==> config.mk <==
export PLATFORM = sky130hd
export DESIGN_NAME = dlsc_pcie_s6_inbound_read_issue
export DESIGN_NICKNAME = d
export VERILOG_FILES = /design/src/rtl/dlsc_pcie_s6_pkg.sv /design/src/rtl/dlsc_pcie_s6_read_credit.sv /design/src/rtl/dlsc_pcie_s6_inbound_read_issue.sv
export SDC_FILE = /design/constraint.sdc
export NUM_CORES = 1
export LEC_CHECK = 0
export ABC_AREA = 0
export CORE_MARGIN = 2
export CORE_UTILIZATION = 40
export DETAILED_ROUTE_END_ITERATION = 10
export PLACE_DENSITY = 0.75
export SYNTH_ARGS = -nofsm -noshare
export SYNTH_HDL_FRONTEND = slang
export SYNTH_SLANG_ARGS = --single-unit
==> constraint.sdc <==
create_clock -name clk -period 3.5 [get_ports clk]
set_input_delay 0.35 -clock clk [delete_from_list [all_inputs] [get_ports clk]]
set_output_delay 0.35 -clock clk [all_outputs]
set_load 0.005 [all_outputs]
==> src/rtl/dlsc_pcie_s6_pkg.sv <==
// dlsc_pcie_s6_pkg: shared AXI encodings and sizing helpers for the inbound read path
package dlsc_pcie_s6_pkg;
  localparam logic [1:0] AXI_RESP_OKAY   = 2'b00;
  localparam logic [1:0] AXI_RESP_EXOKAY = 2'b01;
  localparam logic [1:0] AXI_RESP_SLVERR = 2'b10;
  localparam logic [1:0] AXI_RESP_DECERR = 2'b11;
  function automatic int clog2(input int v);
    int r;
    r = 0;
    while ((1 << r) < v) r++;
    return r;
  endfunction
  function automatic bit datab_legal(input int datab);
    return datab == 32 || datab == 64;
  endfunction
  // a 64-bit beat covers two DWORDs, so an odd start DWORD costs an extra half beat
  function automatic int beats_of(input int datab, input logic addr2, input int len);
    return datab == 64 ? (int'(addr2) + len + 1) >> 1 : len;
  endfunction
endpackage

==> src/rtl/dlsc_pcie_s6_read_credit.sv <==
// dlsc_pcie_s6_read_credit: completion-buffer free-beat credits and outstanding-AR counter
module dlsc_pcie_s6_read_credit
  import dlsc_pcie_s6_pkg::*;
#(
  parameter int LEN  = 4,
  parameter int BUFA = 8,
  parameter int MOT  = 16
) (
  input  logic                clk,
  input  logic                rst,
  input  logic                i_accept,
  input  logic [LEN:0]        i_beats,
  input  logic                i_pop,
  input  logic                i_r_done,
  output logic                o_credit_ok,
  output logic                o_mot_ok,
  output logic                o_mot_zero,
  output logic [clog2(MOT):0] o_mot_cnt
);
  localparam int W  = (BUFA > LEN ? BUFA : LEN) + 2;
  localparam int FB = BUFA + 1;
  localparam int MB = clog2(MOT) + 1;
  logic [BUFA:0]  r_free;
  logic [MB-1:0]  r_mot;
  logic [W-1:0]   w_free;
  logic [W-1:0]   w_beats;
  assign w_free      = W'(r_free);
  assign w_beats     = W'(i_beats);
  assign o_credit_ok = w_free >= w_beats;
  assign o_mot_ok    = r_mot < MB'(MOT);
  assign o_mot_zero  = r_mot == '0;
  assign o_mot_cnt   = r_mot;
  always_ff @(posedge clk)
    if (rst) begin
      r_free <= {1'b1, {BUFA{1'b0}}};
      r_mot  <= '0;
    end else begin
      r_free <= FB'(w_free - (i_accept ? w_beats : '0) + W'(i_pop));
      r_mot  <= (i_accept && !i_r_done) ? r_mot + 1'b1 :
                (!i_accept && i_r_done && r_mot != '0) ? r_mot - 1'b1 : r_mot;
    end
  assert property (@(posedge clk) disable iff (rst) r_free <= {1'b1, {BUFA{1'b0}}});
  assert property (@(posedge clk) disable iff (rst) i_r_done |-> r_mot != '0);
endmodule

==> src/rtl/dlsc_pcie_s6_inbound_read_issue.sv <==
// dlsc_pcie_s6_inbound_read_issue: admits split read commands and issues them on AXI AR.
// Define DLSC_PCIE_READ_TIMEOUT_EN to build the sticky read-response timeout.
module dlsc_pcie_s6_inbound_read_issue
  import dlsc_pcie_s6_pkg::*;
#(
  parameter int ADDR    = 32,
  parameter int LEN     = 4,
  parameter int DATAB   = 32,
  parameter int BUFA    = 8,
  parameter int MOT     = 16,
  parameter int TOKN    = 4,
  parameter int TIMEOUT = 4096
) (
  input  logic                clk,
  input  logic                rst,
  output logic                cmd_ready,
  input  logic                cmd_valid,
  input  logic [ADDR-1:2]     cmd_addr,
  input  logic [LEN:0]        cmd_len,
  input  logic                cmd_last,
  input  logic [TOKN-1:0]     cmd_token,
  input  logic                req_pending,
  input  logic [TOKN-1:0]     token_wr,
  output logic [TOKN-1:0]     token_oldest,
  input  logic                resp_almost_full,
  input  logic                axi_ar_ready,
  output logic                axi_ar_valid,
  output logic [ADDR-1:0]     axi_ar_addr,
  output logic [LEN-1:0]      axi_ar_len,
  input  logic                r_beat,
  input  logic                r_last,
  input  logic                buf_pop,
  output logic [clog2(MOT):0] mot_cnt,
  output logic                timeout_err
);
  localparam int AB = clog2(DATAB / 8);
  localparam int LB = LEN + 1;
  logic [LEN:0]    w_beats;
  logic [TOKN-1:0] w_token_diff;
  logic            w_credit_ok, w_mot_ok, w_mot_zero, w_accept, w_to_err;
  logic            r_ar_valid;
  logic [ADDR-1:0] r_ar_addr;
  logic [LEN-1:0]  r_ar_len;
  logic [TOKN-1:0] r_token;
  assign w_beats      = LB'(beats_of(DATAB, cmd_addr[2], int'(cmd_len)));
  // a read may pass only once every write with an older-or-equal token has completed
  assign w_token_diff = token_wr - cmd_token;
  assign cmd_ready    = (!r_ar_valid || axi_ar_ready) && w_credit_ok && !w_token_diff[TOKN-1] &&
                        w_mot_ok && !resp_almost_full && !w_to_err;
  assign w_accept     = cmd_valid && cmd_ready;
  assign axi_ar_valid = r_ar_valid;
  assign axi_ar_addr  = r_ar_addr;
  assign axi_ar_len   = r_ar_len;
  assign token_oldest = r_token;
  assign timeout_err  = w_to_err;
  dlsc_pcie_s6_read_credit #(.LEN(LEN), .BUFA(BUFA), .MOT(MOT)) u_credit (
    .clk        (clk),
    .rst        (rst),
    .i_accept   (w_accept),
    .i_beats    (w_beats),
    .i_pop      (buf_pop),
    .i_r_done   (r_beat && r_last),
    .o_credit_ok(w_credit_ok),
    .o_mot_ok   (w_mot_ok),
    .o_mot_zero (w_mot_zero),
    .o_mot_cnt  (mot_cnt)
  );
  always_ff @(posedge clk)
    if (rst) begin
      r_ar_valid <= 1'b0;
      r_ar_addr  <= '0;
      r_ar_len   <= '0;
      r_token    <= '0;
    end else begin
      r_ar_valid <= w_accept || (r_ar_valid && !axi_ar_ready);
      if (w_accept) begin
        r_ar_addr <= {cmd_addr, 2'b00} & ({ADDR{1'b1}} << AB);
        r_ar_len  <= w_beats[LEN-1:0] - 1'b1;
      end
      if (w_accept && cmd_last) r_token <= cmd_token;
      if (!cmd_valid && !req_pending && w_mot_zero) r_token <= token_wr;
    end
`ifdef DLSC_PCIE_READ_TIMEOUT_EN
  localparam int TB = clog2(TIMEOUT) + 1;
  logic [TB-1:0] r_to_cnt;
  logic          r_to_err;
  always_ff @(posedge clk)
    if (rst) begin
      r_to_cnt <= '0;
      r_to_err <= 1'b0;
    end else begin
      r_to_cnt <= (r_beat || w_mot_zero) ? '0 : r_to_err ? r_to_cnt : r_to_cnt + 1'b1;
      r_to_err <= r_to_err || (!r_beat && !w_mot_zero && r_to_cnt == TB'(TIMEOUT - 1));
    end
  assign w_to_err = r_to_err;
`else
  assign w_to_err = 1'b0;
`endif
  assert property (@(posedge clk) datab_legal(DATAB) && MOT >= 2);
  assert property (@(posedge clk) disable iff (rst) cmd_valid |-> w_beats <= LB'(2 ** LEN));
endmodule

# After elaboration in Yosys (flattened, before gate mapping)
# Cells that the tools add are included.
[op_classes]
n_addsub = 6
order_cmp = 2
mux = 5
n_reduce_logical = 27
[ops]
columns = ["cell", "count"]
rows = [
  ["5-bit two-way mux", 3],
  ["1-bit logical AND", 13],
  ["9-bit by 1-bit adder with 9-bit output", 1],
  ["9-bit by 5-bit greater-or-equal comparator with 1-bit output", 1],
  ["9-bit subtractor", 1],
  ["1-bit logical NOT", 8],
  ["4-bit two-way mux", 2],
  ["5-bit by 1-bit adder with 5-bit output (second input constant)", 1],
  ["5-bit logical NOT", 1],
  ["5-bit less-than comparator (second input constant)", 1],
  ["5-bit nonzero test", 1],
  ["5-bit by 1-bit subtractor with 5-bit output (second input constant)", 1],
  ["2-bit nonzero test", 2],
  ["4-bit by 1-bit subtractor with 4-bit output (second input constant)", 1],
  ["4-bit subtractor", 1],
  ["1-bit logical OR", 2],
]
[word_totals]
reg_bits = 53
inputBits = 53
output_inout_bits = 48
word_cells = 46

# Longest topological paths before layout
# Gate-level depths: netlist (run 1).
[depth]
depth_word = 12
ltp_mapped = 17
ltp_nobuf = 16

# Modules after synthesis
# From an unflattened synthesis (run 1), not the netlist that was laid out.
[unflattened]
hier_cells = 348
hier_area_um2 = 3052.9
[modules_own_cells]
columns = ["mod", "n_inst", "cells_per_inst", "area_per_inst_um2", "seq_area_each_um2"]
rows = [
  ["dlsc_pcie_s6_inbound_read_issue", 1, 203, 1794.2, 780.7],
  ["dlsc_pcie_s6_read_credit", 1, 145, 1258.7, 280.3],
]

# Least setup slack after synthesis (run 1)
# No wires, ideal clock.
[synth_timing]
path_kind = "in2reg"
startpoint = "input cmd_len[1]"
endpoint = "register u_credit.r_free[8]"
setup_time_ns = 0.129
arrival_ns = 3.572
required_time_ns = 3.371
path_slack_ns = -0.201
path_stages = 17
n_path_buf = 2
cell_sequence = "inv_1 ha_1 nand2_1 o41ai_2 a211oi_1 nor3_2 buf_4 buf_2 nand2_1 ha_1 fa_1 a21o_1 a21oi_1 o21bai_1 a2111oi_0 a221oi_1 mux2i_1"
[synth_via]
elab_chain_cells = 9
[synth_rtl]
columns = ["element", "line", "text"]
rows = [
  ["start: declaration", "dlsc_pcie_s6_inbound_read_issue.sv:19", "input logic [LEN:0] cmd_len,"],
  ["9-bit by 5-bit greater-or-equal comparator with 1-bit output", "dlsc_pcie_s6_read_credit.sv:29", "assign o_credit_ok = w_free >= w_beats;"],
  ["1-bit logical AND (3 in a row)", "dlsc_pcie_s6_inbound_read_issue.sv:48", "assign cmd_ready = (!r_ar_valid || axi_ar_ready) && w_credit_ok && !w_token_diff[TOKN-1] &&"],
  ["1-bit logical AND", "dlsc_pcie_s6_inbound_read_issue.sv:49", "w_mot_ok && !resp_almost_full && !w_to_err;"],
  ["1-bit logical AND", "dlsc_pcie_s6_inbound_read_issue.sv:50", "assign w_accept = cmd_valid && cmd_ready;"],
  ["5-bit two-way mux *", "dlsc_pcie_s6_read_credit.sv:38", "r_free <= FB'(w_free - (i_accept ? w_beats : '0) + W'(i_pop));"],
  ["9-bit subtractor *", "dlsc_pcie_s6_read_credit.sv:38", ""],
  ["9-bit by 1-bit adder with 9-bit output *", "dlsc_pcie_s6_read_credit.sv:38", ""],
  ["end signal: assignment", "dlsc_pcie_s6_read_credit.sv:35", "r_free <= {1'b1, {BUFA{1'b0}}};"],
  ["end signal: assignment", "dlsc_pcie_s6_read_credit.sv:38", ""],
  ["end: declaration", "dlsc_pcie_s6_read_credit.sv:23", "logic [BUFA:0] r_free;"],
]
# Every way passes the cells marked *; elsewhere a longest branch is shown, timed or not.
# A chain may end at the register's enable or synchronous reset.

# Worst setup path in the final report (run 1)
[layout_timing]
startpoint = "register u_credit.r_free[2]"
endpoint = "register u_credit.r_free[8]"
[layout_via]
elab_chain_cells = 9
[layout_rtl]
columns = ["element", "line"]
rows = [
  ["9-bit by 5-bit greater-or-equal comparator with 1-bit output", "dlsc_pcie_s6_read_credit.sv:29"],
  ["1-bit logical AND (3 in a row)", "dlsc_pcie_s6_inbound_read_issue.sv:48"],
  ["1-bit logical AND", "dlsc_pcie_s6_inbound_read_issue.sv:49"],
  ["1-bit logical AND", "dlsc_pcie_s6_inbound_read_issue.sv:50"],
  ["5-bit two-way mux", "dlsc_pcie_s6_read_credit.sv:38"],
  ["9-bit subtractor *", "dlsc_pcie_s6_read_credit.sv:38"],
  ["9-bit by 1-bit adder with 9-bit output *", "dlsc_pcie_s6_read_credit.sv:38"],
]
# Marked as above.

==> results by group, run 1 <==
GRT
  • Total gr overflow: 0
  • Total track usage: 0.179
  • Largest net degree at the start of global routing: 61
  • Initial antenna violation count: 0
  • Vias in the first global route: 2451
  • First-pass GRT wire length: 11100 um

Run
  • # Max-Cap Violations: 0

STA
  • # setup viols final: 0
  • Final hold violation count: 0
  • Slew Limit Headroom: 0.294
  • Final WS setup: 0.0755 ns
  • RSZ-0062 raised after global routing: yes
  • Period utilization: 0.978
  • Post-layout minimum cycle time: 3.42 ns
  • Worst-Margin Slew: 1.06 ns
  • Final max-slew violation count: 0
  • Highest Clock Rate: 292 MHz
  • Clock Skews: 0.00861 ns
  • TNS Setup: 0 ns

Worst setup path
  • Delay-heaviest family, CP: compound AO/OA/AOI/OAI gates
  • Max incr delay on CP: 0.36 ns
  • Critical Path Sink Type: flip-flop
  • Required time worst endpoint: 3.70 ns
  • CP Launch Type: flip-flop
  • Worst Reg-to-Reg Cells: 16
  • CP bufs+invs: 2
  • Most used cell, CP: ha_4
  • Reg2Reg Setup Slack: 0.08 ns
  • Crit-path max FO: 4
  • Reg2Reg Launch Point: u_credit.r_free[2]
  • CP Cell Sequence: ha_4, nand4_1, o41ai_4, a211oi_2, buf_4, nor3_4, buf_6, nand2_1, ha_4, ha_4, a21o_1, a21oi_2, o21bai_2, a2111oi_2, a221oi_1, mux2i_1
  • Crit path kind: reg -> reg
  • Crit. path cell count: 16
  • R2R Path End: u_credit.r_free[8]
  • Critical Path AT: 3.63 ns
  • Slowest-stage cell, CP: dfxtp_2

Floorplan
  • Die Span X: 88.7 um
  • Die area: 7860 um2
  • Starting Density: 0.417
  • Chip Height: 88.7 um
  • Io pins: 101
  • CORE AREA: 6870 um2
  • # rows: 30

Clocking
  • CTS Hold Bufs: 0
  • TritonCTS buffer count: 5
  • Root buf cell: clkbuf_8
  • Clock Tree Buf Depth: 2
  • Worst-Skew Late Latency: 0.31 ns
  • H-tree levels: 2
  • CTS clk-pin slew, worst paths: 0.10 ns
  • Clk sink count: 53
  • CTS tree: done

Power and ir drop
  • Flop pwr share: 0.282
  • Worst vdd rail ir drop: 0.000397 V
  • Logic gate share of total power: 0.598
  • Net Switching: 1060 uW
  • LEAKAGE: 0.00181 uW
  • Internal Pwr Total: 1890 uW
  • P per Cell Area: 655 nW/um2
  • Sw frac: 0.359
  • Clock share of power: 0.119
  • Final Power: 2950 uW

Route
  • First-pass iteration count of the detailed router: 4
  • Wirelength per Cell: 13.6 um
  • Routed wire length: 7250 um
  • Vias per cell: 4.83
  • Antenna Nets Post-Route: 0
  • Drt drc: 0
  • Vias: 2581
  • Number of DRC violations after detailed-routing iteration 0: 55

Layout
  • Fraction of layout cells with a size suffix above 1: 0.228
  • Nets: 521
  • Syn-to-layout area delta: 57.3%
  • Filler cells: 577
  • Ant diodes: 0
  • Final Instance Area: 4510 um2

Place
  • Placed Area: 4120 um2
  • RePlAce Congestion: 0.812
  • Post-place setup slack: -0.643 ns
  • Post-DP HPWL: 5270 um
  • Number of port buffers: 97

Status
  • Status: completed

Yosys
  • Yosys reg bits: 53
  • Mapped Area: 2870 um2
  • Ys flop type: dfxtp_1
  • Syn avg cell area: 9.43 um2
  • Mapped Cells: 304
  • Ys async rst share: 0
  • Top-area cell type share of the netlist area: 0.370
  • Dominant cell type by area after synthesis: dfxtp_1
  • Seq/Total Area, Yosys: 0.370
  • Post-synth EDFFs: 0
  • Synthesis Warnings: 0
  • Synth cell types: 41
  • Synth top area cells: dfxtp_1, ha_1, mux2i_1, nor2_1, a21oi_1

Hold path
  • Hold_sp: axi_ar_addr[5]
  • Hold depth: 2
  • Worst hold path type: reg -> reg
  • Worst Hold Path EP: axi_ar_addr[5]
## cell families after synthesis
group	synth area share
other	0.00131
buffers and inverters	0.0515
muxes	0.158
adders and majority gates	0.140
DFF	0.370
xor gates and xnor gates	0.0367
AOI/OAI and AO/OA	0.0833
and+or+nand+nor	0.158
## cell usage after synthesis (3+ instances only)
cell,n
a21oi_1,16
nor3_1,12
clkbuf_1,5
mux2i_1,33
nand2b_1,3
ha_1,29
nor2_1,51
mux2_2,5
dfxtp_1,53
nand2_1,10
a21o_1,4
xor2_1,3
inv_1,18
xnor2_1,9
buf_4,7
nand4_1,3
mux2_4,3
a211oi_1,4
nor2b_1,9
## placed cells by master, fill, tap and decap left out, types with 4 or more instances in the layout
cell type and n:
a21oi_2 7, xnor2_1 9, dfxtp_2 4, a21oi_1 9, nor3_1 12, clkdlybuf4s50_1 90, mux2_2 5, buf_4 39
inv_2 6, nor2b_1 9, inv_1 12, dfxtp_1 49, dlygate4sd2_1 5, mux2i_1 33, clkbuf_8 5, nor2_1 51
ha_1 20, nand2_1 9, ha_4 9, a21o_1 4
## how the worst max path moves through the flow
stage	startpoint	end	slack [ns]
finish	u_credit.r_free[2]	u_credit.r_free[8]	0.08
global route	u_credit.r_free[2]	u_credit.r_free[8]	-0.11
global placement	cmd_len[4]	u_credit.r_free[8]	-0.50
floorplan	cmd_len[4]	u_credit.r_free[8]	0.005
detailed placement	cmd_len[4]	u_credit.r_free[8]	-0.64
CTS	cmd_token[2]	u_credit.r_free[8]	0.03
## per-stage QoR
stage	hold slack, ns	utilization	instances
global route	0.530	0.657	534
finish	0.501	0.657	534
global placement	0.472	0.599	514
CTS	0.510	0.639	531
detailed placement	0.484	0.599	514
floorplan	0.484	-	306
## power groups by stage
stage | registers (uW) | clock network, uW | logic [uW]
after global placement | 821 | 0 | 1450
after global routing | 850 | 384 | 1950
after CTS | 819 | 364 | 1640
after detailed placement | 826 | 0 | 1490
final | 834 | 353 | 1770
after floorplan | 822 | 0 | 885
## sequential cells by signal, summed over array words and instances, names as in the netlist
| signal | count |
|---|---|
| axi_ar_addr | 30 |
| axi_ar_len | 4 |
| axi_ar_valid | 1 |
| token_oldest | 4 |
| u_credit.o_mot_cnt | 5 |
| u_credit.r_free | 9 |
## worst reg2reg max path, stage by stage, from the launching register on
cell	delay, ns
dfxtp_2	0.36
ha_4	0.26
nand4_1	0.14
o41ai_4	0.34
a211oi_2	0.11
buf_4	0.17
nor3_4	0.21
buf_6	0.15
nand2_1	0.09
ha_4	0.29
ha_4	0.21
a21o_1	0.19
a21oi_2	0.17
o21bai_2	0.09
a2111oi_2	0.31
a221oi_1	0.10
mux2i_1	0.13
## layout make-up
cell class,count,area [um2],share of cell area
clock buffers,5,68.8,0.0153
clock inverters,3,21.3,0.00471
inverters,18,67.6,0.0150
multi-input cells,221,1880,0.417
flip-flops and latches,53,1070,0.236
well taps,96,120,0.0266
repair buffers,138,1290,0.285
## timing repair
action	in CTS	in global routing
pin swaps	14	12
gates resized for setup	27	20
gates cloned	0	0
endpoints found under the hold margin	0	0
setup endpoints to repair	4	4
buffers inserted	9	3
## per-layer routing
metal	global-route usage	vias up	share of wire
li1	-	1298	-
met1	0.223	1200	0.44
met2	0.311	75	0.49
met3	0.0354	8	0.066
met4	0.0523	0	0.0081
met5	0	-	0
Power figures use the tool's default switching activity.
==> run 2: changes to the inputs <==
- ABC_AREA: 0 -> 1
- PLACE_DENSITY: 0.75 -> 0.76
- SKIP_LAST_GASP: default -> 1
==> run 2 against run 1 <==
  * Total power fell by 17%
  * Combinational power fell by 29%
  * Highest routed layer unchanged
  * Clock skew fell by 0.0017 ns
  * Register-to-register slack improved by 0.32 ns
  * Via count rose by 7.4%
==> results by group, run 2 <==
Floorplan
  • Starting Density: 0.414 (was 0.417)
  • Io pins: 101 (unchanged)
  • Chip Height: 87.9 um (was 88.7 um)
  • CORE AREA: 6790 um2 (was 6870 um2)
  • # rows: 30 (unchanged)
  • Die area: 7720 um2 (was 7860 um2)
  • Die Span X: 87.9 um (was 88.7 um)

STA
  • TNS Setup: 0 ns (unchanged)
  • Clock Skews: 0.00688 ns (was 0.00861 ns)
  • Worst-Margin Slew: 0.656 ns (was 1.06 ns)
  • Final hold violation count: 0 (unchanged)
  • Slew Limit Headroom: 0.562 (was 0.294)
  • Highest Clock Rate: 305 MHz (was 292 MHz)
  • Post-layout minimum cycle time: 3.28 ns (was 3.42 ns)
  • # setup viols final: 0 (unchanged)
  • Period utilization: 0.938 (was 0.978)
  • Final max-slew violation count: 0 (unchanged)

GRT
  • Global routing's busiest layer: met2 (unchanged)
  • Initial antenna violation count: 0 (unchanged)
  • Met1 Track Usage GR: 0.220 (was 0.223)
  • Met2 Use GR: 0.321 (was 0.311)
  • Vias in the first global route: 2599 (was 2451)
  • M3 GR Usage: 0.0518 (was 0.0354)
  • Total gr overflow: 0 (unchanged)
  • Total track usage: 0.185 (was 0.179)
  • Largest net degree at the start of global routing: 35 (was 61)
  • First-pass GRT wire length: 11400 um (was 11100 um)

Worst setup path
  • Reg2Reg Launch Point: u_credit.r_free[3] (was u_credit.r_free[2])
  • Critical Path Sink Type: flip-flop (unchanged)
  • CP Launch Type: input pin (was flip-flop)
  • Required time worst endpoint: 3.68 ns (was 3.70 ns)
  • Crit-path max FO: 3 (was 4)
  • Crit path kind: in -> reg (was reg -> reg)
  • Worst Reg-to-Reg Cells: 21 (was 16)
  • Crit path from: cmd_len[3] (was u_credit.r_free[2])
  • R2R Path End: u_credit.r_free[8] (unchanged)
  • Reg2Reg Setup Slack: 0.40 ns (was 0.08 ns)
  • Critical Path AT: 3.47 ns (was 3.63 ns)

Hold path
  • Hold depth: 4 (was 2)
  • Worst hold path type: in -> reg (was reg -> reg)
  • Hold_sp: cmd_token[1] (was axi_ar_addr[5])
  • Worst Hold Path EP: token_oldest[1] (was axi_ar_addr[5])

Clocking
  • Worst-Skew Late Latency: 0.31 ns (about the same)
  • CTS clk-pin slew, worst paths: 0.10 ns (about the same)
  • TritonCTS buffer count: 5 (unchanged)
  • CTS tree: done (unchanged)
  • H-tree levels: 2 (unchanged)
  • Clk sink count: 53 (unchanged)
  • Root buf cell: clkbuf_8 (unchanged)
  • Clock Tree Buf Depth: 2 (unchanged)

Yosys
  • Synthesis Warnings: 0 (unchanged)
  • Ys async rst share: 0 (unchanged)
  • Ys flop type: dfxtp_1 (unchanged)
  • Seq/Total Area, Yosys: 0.377 (was 0.370)
  • Post-synth EDFFs: 0 (unchanged)
  • Dominant cell type by area after synthesis: dfxtp_1 (unchanged)
  • Top-area cell type share of the netlist area: 0.377 (was 0.370)
  • Count leader, synth: nand2_1 (was dfxtp_1)
  • Syn avg cell area: 7.51 um2 (was 9.43 um2)
  • Commonest cells post-synth: nand2_1, dfxtp_1, a21oi_1, inv_1, ha_1 (was dfxtp_1, nor2_1, mux2i_1, ha_1, inv_1)
  • Mapped Area: 2820 um2 (was 2870 um2)
  • Yosys reg bits: 53 (unchanged)
  • Synth top area cells: dfxtp_1, nand2_1, ha_1, a21oi_1, inv_1 (was dfxtp_1, ha_1, mux2i_1, nor2_1, a21oi_1)
  • Mapped Cells: 375 (was 304)
  • Synth cell types: 34 (was 41)

Route
  • Vias per cell: 4.76 (was 4.83)
  • Number of DRC violations after detailed-routing iteration 0: 124 (was 55)
  • Wirelength per Cell: 12.7 um (was 13.6 um)
  • Antenna Nets Post-Route: 0 (unchanged)
  • Routed wire length: 7410 um (was 7250 um)
  • First-pass iteration count of the detailed router: 4 (unchanged)
  • Vias: 2771 (was 2581)
  • Drt drc: 0 (unchanged)

Layout
  • Fraction of layout cells with a size suffix above 1: 0.138 (was 0.228)
  • Finished Layout Cells: 582 (was 534)
  • Commonest cells after routing, fill and taps aside: nand2_1, clkdlybuf4s50_1, dfxtp_1 (was clkdlybuf4s50_1, nor2_1, dfxtp_1)
  • Syn-to-layout area delta: 50.5% (was 57.3%)
  • Most common cell after layout, fill and taps aside: nand2_1 (was clkdlybuf4s50_1)
  • Nets: 569 (was 521)
  • Max reg flops: 30 (unchanged)
  • Ant diodes: 0 (unchanged)

Status
  • Status: completed (unchanged)

Place
  • Post-DP HPWL: 5360 um (was 5270 um)
  • Placed cell count: 572 (was 514)
  • Number of port buffers: 97 (unchanged)
  • RePlAce Congestion: 0.852 (was 0.812)

Power and ir drop
  • P per Cell Area: 581 nW/um2 (was 655 nW/um2)
  • LEAKAGE: 0.00179 uW (was 0.00181 uW)
  • Worst vdd rail ir drop: 0.000300 V (was 0.000397 V)

Run
  • # Max-Cap Violations: 0 (unchanged)
[run 2: cell type report]
| class | count | area, um2 |
|---|---|---|
| multi-input combinational | 265 | 1660 |
| timing repair buffer | 117 | 1130 |
| fill | 621 | 2560 |
| clock inverter | 2 | 38.8 |
| tap | 96 | 120 |
| sequential | 53 | 1060 |
| clock buffer | 6 | 72.6 |
| inverter | 43 | 164 |
[run 2: layer usage]
metal | share of wire | vias up
met1 | 0.41 | 1279
li1 | - | 1412
met4 | 0.019 | 0
met2 | 0.52 | 68
met5 | 0 | -
met3 | 0.048 | 12
[run 2: timing repair]
action	in CTS	in global routing
endpoints found under the setup margin	0	3
resized for setup	0	25
hold buffers	0	0
endpoints found under the hold margin	0	0
buffers inserted	0	2
[run 2: power breakdown]
part	internal (uW)	total (uW)	switching (uW)
registers	708	783	75.1
clock network	215	427	212
logic	640	1250	612
[run 2: cells by family (layout without fill, tap and decap cells)]
kind of cell | Yosys count | after routing | share of synthesized area
AO/OA/AOI/OAI | 73 | 73 | 0.135
buffers and inverters | 59 | 168 | 0.0907
flip-flops | 53 | 53 | 0.377
AND/OR/NAND/NOR | 152 | 152 | 0.232
XOR/XNOR | 4 | 4 | 0.0124
adder cells (fa/ha/maj) | 31 | 31 | 0.143
multiplexers | 2 | 2 | 0.00800
other | 1 | 3 | 0.00133
[run 2: how the worst max path moves through the flow]
stage	end	slack, ns	depth (start not counted)
3_3_place_gp	u_credit.r_free[8]	-0.11	23
3_5_place_dp	u_credit.r_free[8]	-0.23	23
2_1_floorplan	u_credit.r_free[8]	0.26	23
6_report	u_credit.r_free[8]	0.22	23
5_1_grt	u_credit.r_free[8]	-0.06	25
4_1_cts	u_credit.r_free[8]	0.10	23
[run 2: stage by stage]
stage                     hold slack [ns]  total power [uW]  utilization  instance area [um2]  setup WS, ns
after detailed placement            0.458              1890        0.582                 3960        -0.227
after global routing                0.490              2680        0.624                 4240       -0.0599
after global placement              0.450              1860        0.582                 3960        -0.111
after floorplan                     0.461              1450            -                 2820         0.260
final                               0.471              2460        0.624                 4240         0.217
after CTS                           0.473              2320        0.599                 4070         0.104
[run 2: worst max-delay path: stages]
cell and delay [ns]:
clkdlybuf4s50_1 0.48, inv_1 0.05, ha_1 0.29, nand2_2 0.09, nor2_1 0.05, nand3_1 0.12
nand4_4 0.13, nand3_4 0.15, nor2_4 0.04, ha_1 0.26, inv_1 0.04, ha_2 0.18
fa_2 0.34, nand3_1 0.11, nand3_2 0.07, nand2_1 0.06, nand2_1 0.07, a21oi_2 0.17
nor2_1 0.06, o21bai_1 0.18, nand2_1 0.07, nand2_1 0.06, nand3_1 0.05
==> run 3: changes to the inputs <==
- SLEW_MARGIN: default -> 0
==> results of run 3 <==
Final layout, timing and power as in run 2 (identical DEF).
